`src/rtl/inst_issue.sv`:
```
// inst_issue: two-slot bundle intake, DEPTH-entry circular slot queue,
// single-instruction issue with downstream stall and branch flush.
// Optional build macro: INST_ISSUE_NOP_FILTER_EN (drop Nop slots on intake).
module inst_issue #(
   parameter int          DEPTH  = 4,
   parameter logic [5:0]  NOP_OP = 6'h00
) (
   input  logic        clk,
   input  logic        rstn,
   input  logic [31:0] pc_from_fetch,
   input  logic [63:0] inst_from_fetch,
   output logic        interlock,
   input  logic        branch_flag,
   input  logic        issue_stall,
   output logic        valid_out,
   output logic [31:0] inst_out,
   output logic [31:0] pc_out,
   output logic        slot_out
);

   localparam int AW = $clog2(DEPTH);
   localparam int CW = $clog2(DEPTH + 1);
   localparam logic [31:0] IDLE_INST = {NOP_OP, 26'b0};

   typedef struct packed {
      logic [31:0] inst;
      logic [31:0] pc;
      logic        slot;
   } entry_t;

   entry_t [DEPTH-1:0] mem_d, mem_q;
   logic [AW-1:0]      head_d, head_q, tail_d, tail_q, wr_ptr;
   logic [CW-1:0]      count_d, count_q;
   logic               valid_d, valid_q, slot_d, slot_q;
   logic [31:0]        inst_d, inst_q, pc_d, pc_q;
   logic               accept, en0, en1, pop;

   // Interlock leaves room for a full two-slot bundle, so enqueue never overflows.
   assign interlock = (count_q >= CW'(DEPTH - 1));

   assign valid_out = valid_q;
   assign inst_out  = inst_q;
   assign pc_out    = pc_q;
   assign slot_out  = slot_q;

   // Intake qualification: which slots of the offered bundle get enqueued.
   always_comb begin
      accept = !interlock && !branch_flag;
      en0    = accept;
      en1    = accept;
`ifdef INST_ISSUE_NOP_FILTER_EN
      en0    = accept && (inst_from_fetch[63:58] != NOP_OP);
      en1    = accept && (inst_from_fetch[31:26] != NOP_OP);
`endif
   end

   // Next-state for queue storage, pointers, count and output registers.
   always_comb begin
      mem_d  = mem_q;
      wr_ptr = tail_q;
      if (en0) begin
         mem_d[wr_ptr] = '{inst: inst_from_fetch[63:32], pc: pc_from_fetch, slot: 1'b0};
         wr_ptr        = wr_ptr + AW'(1);
      end
      if (en1) begin
         mem_d[wr_ptr] = '{inst: inst_from_fetch[31:0], pc: pc_from_fetch, slot: 1'b1};
      end

      pop     = !issue_stall && (count_q != '0);
      tail_d  = tail_q + AW'(en0) + AW'(en1);
      head_d  = pop ? head_q + AW'(1) : head_q;
      count_d = count_q + CW'(en0) + CW'(en1) - CW'(pop);

      valid_d = valid_q;
      inst_d  = inst_q;
      pc_d    = pc_q;
      slot_d  = slot_q;
      if (pop) begin
         valid_d = 1'b1;
         inst_d  = mem_q[head_q].inst;
         pc_d    = mem_q[head_q].pc;
         slot_d  = mem_q[head_q].slot;
      end else if (!issue_stall) begin
         valid_d = 1'b0;
         inst_d  = IDLE_INST;
         pc_d    = '0;
         slot_d  = 1'b0;
      end

      // Flush wins over stall: empty the queue and present an idle slot.
      if (branch_flag) begin
         count_d = '0;
         head_d  = '0;
         tail_d  = '0;
         valid_d = 1'b0;
         inst_d  = IDLE_INST;
         pc_d    = '0;
         slot_d  = 1'b0;
      end
   end

   // Control and output registers with synchronous reset.
   always_ff @(posedge clk) begin
      if (!rstn) begin
         count_q <= '0;
         head_q  <= '0;
         tail_q  <= '0;
         valid_q <= 1'b0;
         inst_q  <= IDLE_INST;
         pc_q    <= '0;
         slot_q  <= 1'b0;
      end else begin
         count_q <= count_d;
         head_q  <= head_d;
         tail_q  <= tail_d;
         valid_q <= valid_d;
         inst_q  <= inst_d;
         pc_q    <= pc_d;
         slot_q  <= slot_d;
      end
   end

   // Slot storage needs no reset; only entries below count are ever read.
   always_ff @(posedge clk) begin
      mem_q <= mem_d;
   end

endmodule

```
`config.mk`:
```
export PLATFORM = sky130hd
export DESIGN_NAME = inst_issue
export DESIGN_NICKNAME = d
export VERILOG_FILES = /design/src/rtl/inst_issue.sv
export SDC_FILE = /design/constraint.sdc
export NUM_CORES = 1
export LEC_CHECK = 0
export CORE_MARGIN = 2
export CORE_UTILIZATION = 25
export CTS_CLUSTER_SIZE = 24
export DETAILED_ROUTE_END_ITERATION = 7
export DONT_BUFFER_PORTS = 1
export PLACE_DENSITY = 0.47
export SKIP_LAST_GASP = 1
export SLEW_MARGIN = 20
export SYNTH_ARGS = -nofsm -noshare
export SYNTH_HDL_FRONTEND = slang
export SYNTH_SLANG_ARGS = --single-unit
```
`constraint.sdc`:
```
create_clock -name clk -period 3.1 [get_ports clk]
set_input_delay 0.62 -clock clk [delete_from_list [all_inputs] [get_ports clk]]
set_output_delay 0.62 -clock clk [all_outputs]
set_load 0.01 [all_outputs]
```
==> flow_metrics.py, run 1 <==
metrics = {
    "drt": {
        "postRouteAntennaNets": 0,
        "drtIter0Drc": 881,
        "drt-pass1-iter-count": 6,
        "drcViolationCount": 0,
        "drt_wl_total_mm": 45.29,
        "vias": 10625,
        "viasPerCell": 5.255,
        "wl_per_cell_um": 22.40,
    },
    "pwr": {
        "finalPower_w": 0.01491,
        "power_leakage_nw": 5.506,
        "power_density_mw_per_mm2": 936.4,
        "vdd_drop_max_mv": 0.3718,
    },
    "placement": {
        "post_dp_cell_area_mm2": 0.01469,
        "hpwlAfterDp_mm": 25.95,
        "port_buffers": 0,
        "gp_congestion": 0.7514,
    },
    "timing": {
        "worst_pin_slew_ns": 1.078,
        "timing.final.crit_share_pct": 86.82,
        "fin_crit_ns": 2.691,
        "maxSlewHeadroom_pct": 28.13,
        "worst_clock_skew_ns": 0.02294,
        "hold_viol_final": 0,
        "slew_viol_final": 0,
        "rsz0062_at_grt": "false",
        "fmax_ghz": 0.3716,
        "tns_ns": 0,
        "setup_viol": 0,
    },
    "setup_path": {
        "required_ns": 3.49,
        "max_stage_delay_ns": 0.77,
        "path_class": "reg2reg",
        "r2r_setup_slack_ns": 0.41,
        "cp_slowest_cell": "or2_2",
        "cp-end-kind": "register",
        "cp_max_fo": 33,
        "startpoint_type": "register",
        "reg2reg_depth": 6,
        "cp_cell_sequence": "a211oi_4, ha_1, nand2b_2, buf_4, or2_2, a31oi_1",
        "worstPathArrival_ns": 3.09,
    },
    "job": {
        "drv_cap": 0,
    },
    "min_path": {
        "hp-class": "in2reg",
        "min_path_cells": 1,
    },
    "die": {
        "die_h_um": 241.6,
        "placementRows": 87,
        "die_area_mm2": 0.05838,
        "start_util_pct": 25.18,
        "design.core.area_mm2": 0.05606,
        "io_pins": 167,
        "die_w_um": 241.6,
    },
    "clock_network": {
        "clock_tree.buffer_depth": 3,
        "numCtsBuffers": 39,
        "cts_tree": "done",
        "clk_latency_ns": 0.56,
        "post-cts-setup-buffers": 0,
        "cts.clk_slew.worst_paths_ns": 0.06,
        "cts_max_level": 2,
        "holdBufCountCts": 0,
        "cts-root-buf": "clkbuf_16",
        "cts_resized": 0,
        "cts.sinks": 333,
    },
    "synth": {
        "synth_area_leaders": "dfxtp_1 47%, mux4_2 10%, mux2_1 7.2%",
        "synthCells": 1312,
        "syn-cell-area_mm2": 0.01411,
        "syn_area_per_cell_um2": 10.76,
        "ys_async_sr_fraction_pct": 0,
        "synth_edf_count": 0,
        "synth_cell_types": 35,
        "ys_ff_latch": 333,
        "synth-main-ff-cell": "dfxtp_1",
        "synth_nets": 1422,
        "yosysWarnings": 0,
        "ys_seq_area_share_pct": 47.23,
        "synth_top_cell_by_area": "dfxtp_1",
        "yosysTopAreaCellShare_pct": 47.23,
    },
    "global_route": {
        "grt.total_usage_pct": 15.25,
        "grt_pass1_vias": 10732,
        "grt_max_degree": 177,
        "grt_remaining_overflow": 0,
        "grt_antenna_before_repair": 0,
        "grt_pass1_wl_mm": 68.77,
    },
    "outcome": {
        "outcome": "completed",
    },
    "final_layout": {
        "area_delta_synth_final_pct": 12.80,
        "final_cell_area_mm2": 0.01592,
        "layout_common_cells": "331 x dfxtp_1, 130 x nor3_1, 128 x nand3_1, 128 x a31oi_1, 123 x o21ai_0",
        "diodes": 0,
        "layout_commonest_cell": "dfxtp_1",
        "fin_nets": 1350,
        "drive_gt1_share_pct": 16.59,
    },
}
## kinds of logic (layout without fill, tap and decap cells)
kind of cell	count (synthesis)	after routing	share of synthesized area, %
buffers and inverters	152	106	5.168
xor gates and xnor gates	3	3	0.1862
and+or+nand+nor	285	285	10.11
DFF	333	333	47.23
AOI/OAI and AO/OA	336	336	15.03
muxes	193	193	21.38
adders and majority gates	10	10	0.8864
## where the power goes
part | internal, W | total [W] | switching [W] | leakage, nW
registers | 0.00604 | 0.00687 | 0.000828 | 2.78
clock network | 0.00263 | 0.00449 | 0.00186 | 0.611
logic | 0.00184 | 0.00355 | 0.00171 | 2.11
## cell usage after synthesis, drive strengths merged, types with 5 or more instances
master  number
a31oi      128
a22o        65
a21o         5
mux4        65
clkbuf      77
inv         12
mux2       128
o21ai      133
buf         63
nand3      130
nor2         6
dfxtp      333
nor3       131
nand2        6
ha          10
## worst max-delay path: cells and delay by family (launching register included)
family | cells | cell delay (ns)
flops | 1 | 0.35
buf+inv | 1 | 0.43
compound gates | 2 | 0.48
simple gates | 2 | 0.88
fa+ha+maj | 1 | 0.34
## metal layers
layer  GRT usage, %  share of wire [%]  wire, um  up-vias
met5              0                  0         0        -
met3          4.140                8.0      3627       87
met4          5.773                2.8      1263        0
met1          19.20                 42     19220     5251
li1               -                  -         -     4856
met2          24.86                 47     21180      431
## metrics by stage
stage | setup WS, ns | cells | utilization [%] | hold WS [ns]
floorplan | 0.5093 | 1312 | - | 0.4349
global placement | 0.2840 | 1955 | 26.21 | 0.4412
detailed placement | 0.2083 | 1955 | 26.21 | 0.4504
CTS | 0.3935 | 2022 | 28.40 | 0.1451
global route | 0.2808 | 2022 | 28.40 | 0.1504
finish | 0.4086 | 2022 | 28.40 | 0.1836
## registers in the layout, indices dropped and copies added (netlist names)
name       count
count_q        3
head_q         2
inst_out      32
mem_q        260
pc_out        32
slot_out       1
tail_q         2
valid_out      1
## area by class of cell
type	instances	area, um^2
flip-flops and latches	333	6674
multi-input cells	827	6758
repair buffers	27	265.3
fillers	5745	40140
clock buffers	53	1090
inverters	12	50.05
clock inverters	14	138.9
well taps	756	945.9
## final timing paths
check,startpoint,end
setup / recovery,count_q[0],mem_q[63]
hold / removal,pc_from_fetch[13],mem_q[14]
setup reg to reg,count_q[0],mem_q[63]
hold reg to reg,mem_q[158],mem_q[158]
Note: power is estimated with default switching activity, not from simulation.
==> run 2: changes to the inputs <==
--- a/config.mk
+++ b/config.mk
@@ -6,11 +6,11 @@
 export NUM_CORES = 1
 export LEC_CHECK = 0
 export CORE_MARGIN = 2
-export CORE_UTILIZATION = 25
+export CORE_UTILIZATION = 34
 export CTS_CLUSTER_SIZE = 24
 export DETAILED_ROUTE_END_ITERATION = 7
 export DONT_BUFFER_PORTS = 1
-export PLACE_DENSITY = 0.47
+export PLACE_DENSITY = 0.57
 export SKIP_LAST_GASP = 1
 export SLEW_MARGIN = 20
 export SYNTH_ARGS = -nofsm -noshare
==> flow_metrics.py, run 2 (same netlist as run 1, synthesis figures left out) <==
metrics = {
    "pwr": {
        "power_leakage_nw": 5.661,
        "vdd_drop_max_mv": 0.4449,
        "power_density_mw_per_mm2": 971.6,
    },
    "drt": {
        "route.met2.wl_mm": 19.98,
        "maxUsedRoutingLayer": "met4",
        "drcViolationCount": 0,
        "drtIter0Drc": 987,
        "drt-pass1-iter-count": 5,
        "drt_wl_total_mm": 42.08,
        "vias": 10742,
        "postRouteAntennaNets": 0,
        "route.met3.wl_mm": 3.568,
        "m1WireLength_mm": 17.26,
        "viasPerCell": 5.935,
        "wl_per_cell_um": 23.25,
    },
    "timing": {
        "hold_viol_final": 0,
        "timing.final.crit_share_pct": 69.77,
        "setup_viol": 0,
        "worst_slack_ns": 0.9371,
        "tns_ns": 0,
        "fmax_ghz": 0.4623,
        "maxSlewHeadroom_pct": 54.41,
        "slew_viol_final": 0,
        "fin_crit_ns": 2.163,
        "rsz0062_at_grt": "false",
        "worst_pin_slew_ns": 0.6839,
        "worst_clock_skew_ns": 0.03222,
    },
    "final_layout": {
        "multiInputGateArea_mm2": 0.006758,
        "diodes": 0,
        "largest_reg_flops": 260,
        "regMostFlops": "mem_q",
        "drive_gt1_share_pct": 17.45,
        "layout_common_cells": "331 x dfxtp_1, 130 x nor3_1, 128 x nand3_1, 128 x a31oi_1, 123 x o21ai_0",
        "fill_cells": 3928,
        "final-seq-area_mm2": 0.006674,
        "layout_commonest_cell": "dfxtp_1",
        "fin_nets": 1358,
        "area_delta_synth_final_pct": 13.16,
    },
    "placement": {
        "dp_slack_ns": 0.7604,
        "gp_congestion": 0.7614,
        "hpwlAfterDp_mm": 24.02,
        "port_buffers": 0,
    },
    "die": {
        "design.core.area_mm2": 0.04092,
        "die_h_um": 207.8,
        "io_pins": 167,
        "die_w_um": 207.8,
        "placementRows": 74,
        "start_util_pct": 34.49,
        "die_area_mm2": 0.04316,
    },
    "setup_path": {
        "reg2reg_depth": 7,
        "path_class": "reg2reg",
        "cp-end-kind": "register",
        "cp_max_fo": 32,
        "startpoint_type": "register",
        "cp_slowest_cell": "mux2_1",
        "r2r-start": "count_q[0]",
        "required_ns": 3.53,
        "r2r_setup_slack_ns": 0.94,
        "worstPathArrival_ns": 2.59,
        "startpoint": "count_q[0]",
        "max_stage_delay_ns": 0.36,
        "cp_cell_sequence": "a211oi_4, buf_4, ha_1, nand2b_2, a21o_2, buf_12, mux2_1",
        "endpoint": "mem_q[27]",
        "reg2reg_to": "mem_q[27]",
    },
    "min_path": {
        "hp-class": "in2reg",
    },
    "global_route": {
        "grt_antenna_before_repair": 0,
        "grt_pass1_wl_mm": 64.56,
        "grt_max_degree": 164,
        "grt_remaining_overflow": 0,
        "grt_pass1_vias": 10544,
        "grt.total_usage_pct": 18.99,
    },
    "clock_network": {
        "post-cts-setup-buffers": 0,
        "cts-root-buf": "clkbuf_16",
        "cts_max_level": 2,
        "holdBufCountCts": 0,
        "numCtsBuffers": 40,
        "cts_tree": "done",
        "clock_tree.buffer_depth": 3,
        "clk_latency_ns": 0.57,
        "cts_resized": 0,
        "cts.clk_slew.worst_paths_ns": 0.06,
        "cts.sinks": 333,
    },
    "job": {
        "drv_cap": 0,
    },
    "outcome": {
        "outcome": "completed",
    },
}
==> run 2: cell types whose count changed in the layout (fill, tap and decap cells not counted), sizes merged <==
cell      before  now
buf           27   34
inv           13   15
bufinv         2    7
clkinvlp       0    1
clkbuf        53   57
clkinv        11    4
==> run 2: report_power, final <==
part           switching [W]  internal, W
Combinational        0.00172      0.00189
Sequential          0.000806      0.00604
Clock                0.00187      0.00320
Total                0.00439       0.0111
==> run 2: critical path, delay by kind of cell (launching register included) <==
| kind | cells | cell delay [ns] |
|---|---|---|
| buf+inv | 2 | 0.44 |
| compound gates | 2 | 0.43 |
| mux | 1 | 0.36 |
| flops | 1 | 0.35 |
| fa+ha+maj | 1 | 0.31 |
| simple gates | 1 | 0.12 |
==> run 2: per-stage QoR <==
stage,total power (W),area (um^2),hold WS (ns),util (%),instances
after floorplan,0.009545,14110,0.4349,-,1312
after global placement,0.01034,14540,0.4411,35.53,1738
after detailed placement,0.01051,14540,0.4504,35.53,1738
after CTS,0.01565,15970,0.1495,39.03,1810
after global routing,0.01636,15970,0.1633,39.03,1810
final,0.01552,15970,0.1878,39.03,1810
==> run 2: final cells by class <==
| class | count | share of cell area [%] |
|---|---|---|
| Clock buffer | 57 | 7.301 |
| Clock inverter | 15 | 1.661 |
| Inverter | 12 | 0.3134 |
| Multi-Input combinational cell | 827 | 42.31 |
| Sequential cell | 333 | 41.79 |
| Tap cell | 532 | 4.168 |
| Timing Repair Buffer | 34 | 2.460 |
==> run 2: layer usage <==
| metal | global-route usage, % | up-vias |
|---|---|---|
| met5 | 0 | - |
| met4 | 8.119 | 0 |
| met3 | 4.947 | 95 |
| met2 | 31.43 | 471 |
| met1 | 23.40 | 5290 |
| li1 | - | 4886 |
==> run 2: how the worst min path moves through the flow <==
stage / start / end / depth (start not counted)
5_1_grt: pc_from_fetch[30] / mem_q[96] / 1
3_5_place_dp: mem_q[133] / mem_q[133] / 1
4_1_cts: pc_from_fetch[19] / mem_q[20] / 1
6_report: pc_from_fetch[17] / mem_q[83] / 1
2_1_floorplan: mem_q[133] / mem_q[133] / 1
3_3_place_gp: mem_q[161] / mem_q[161] / 1
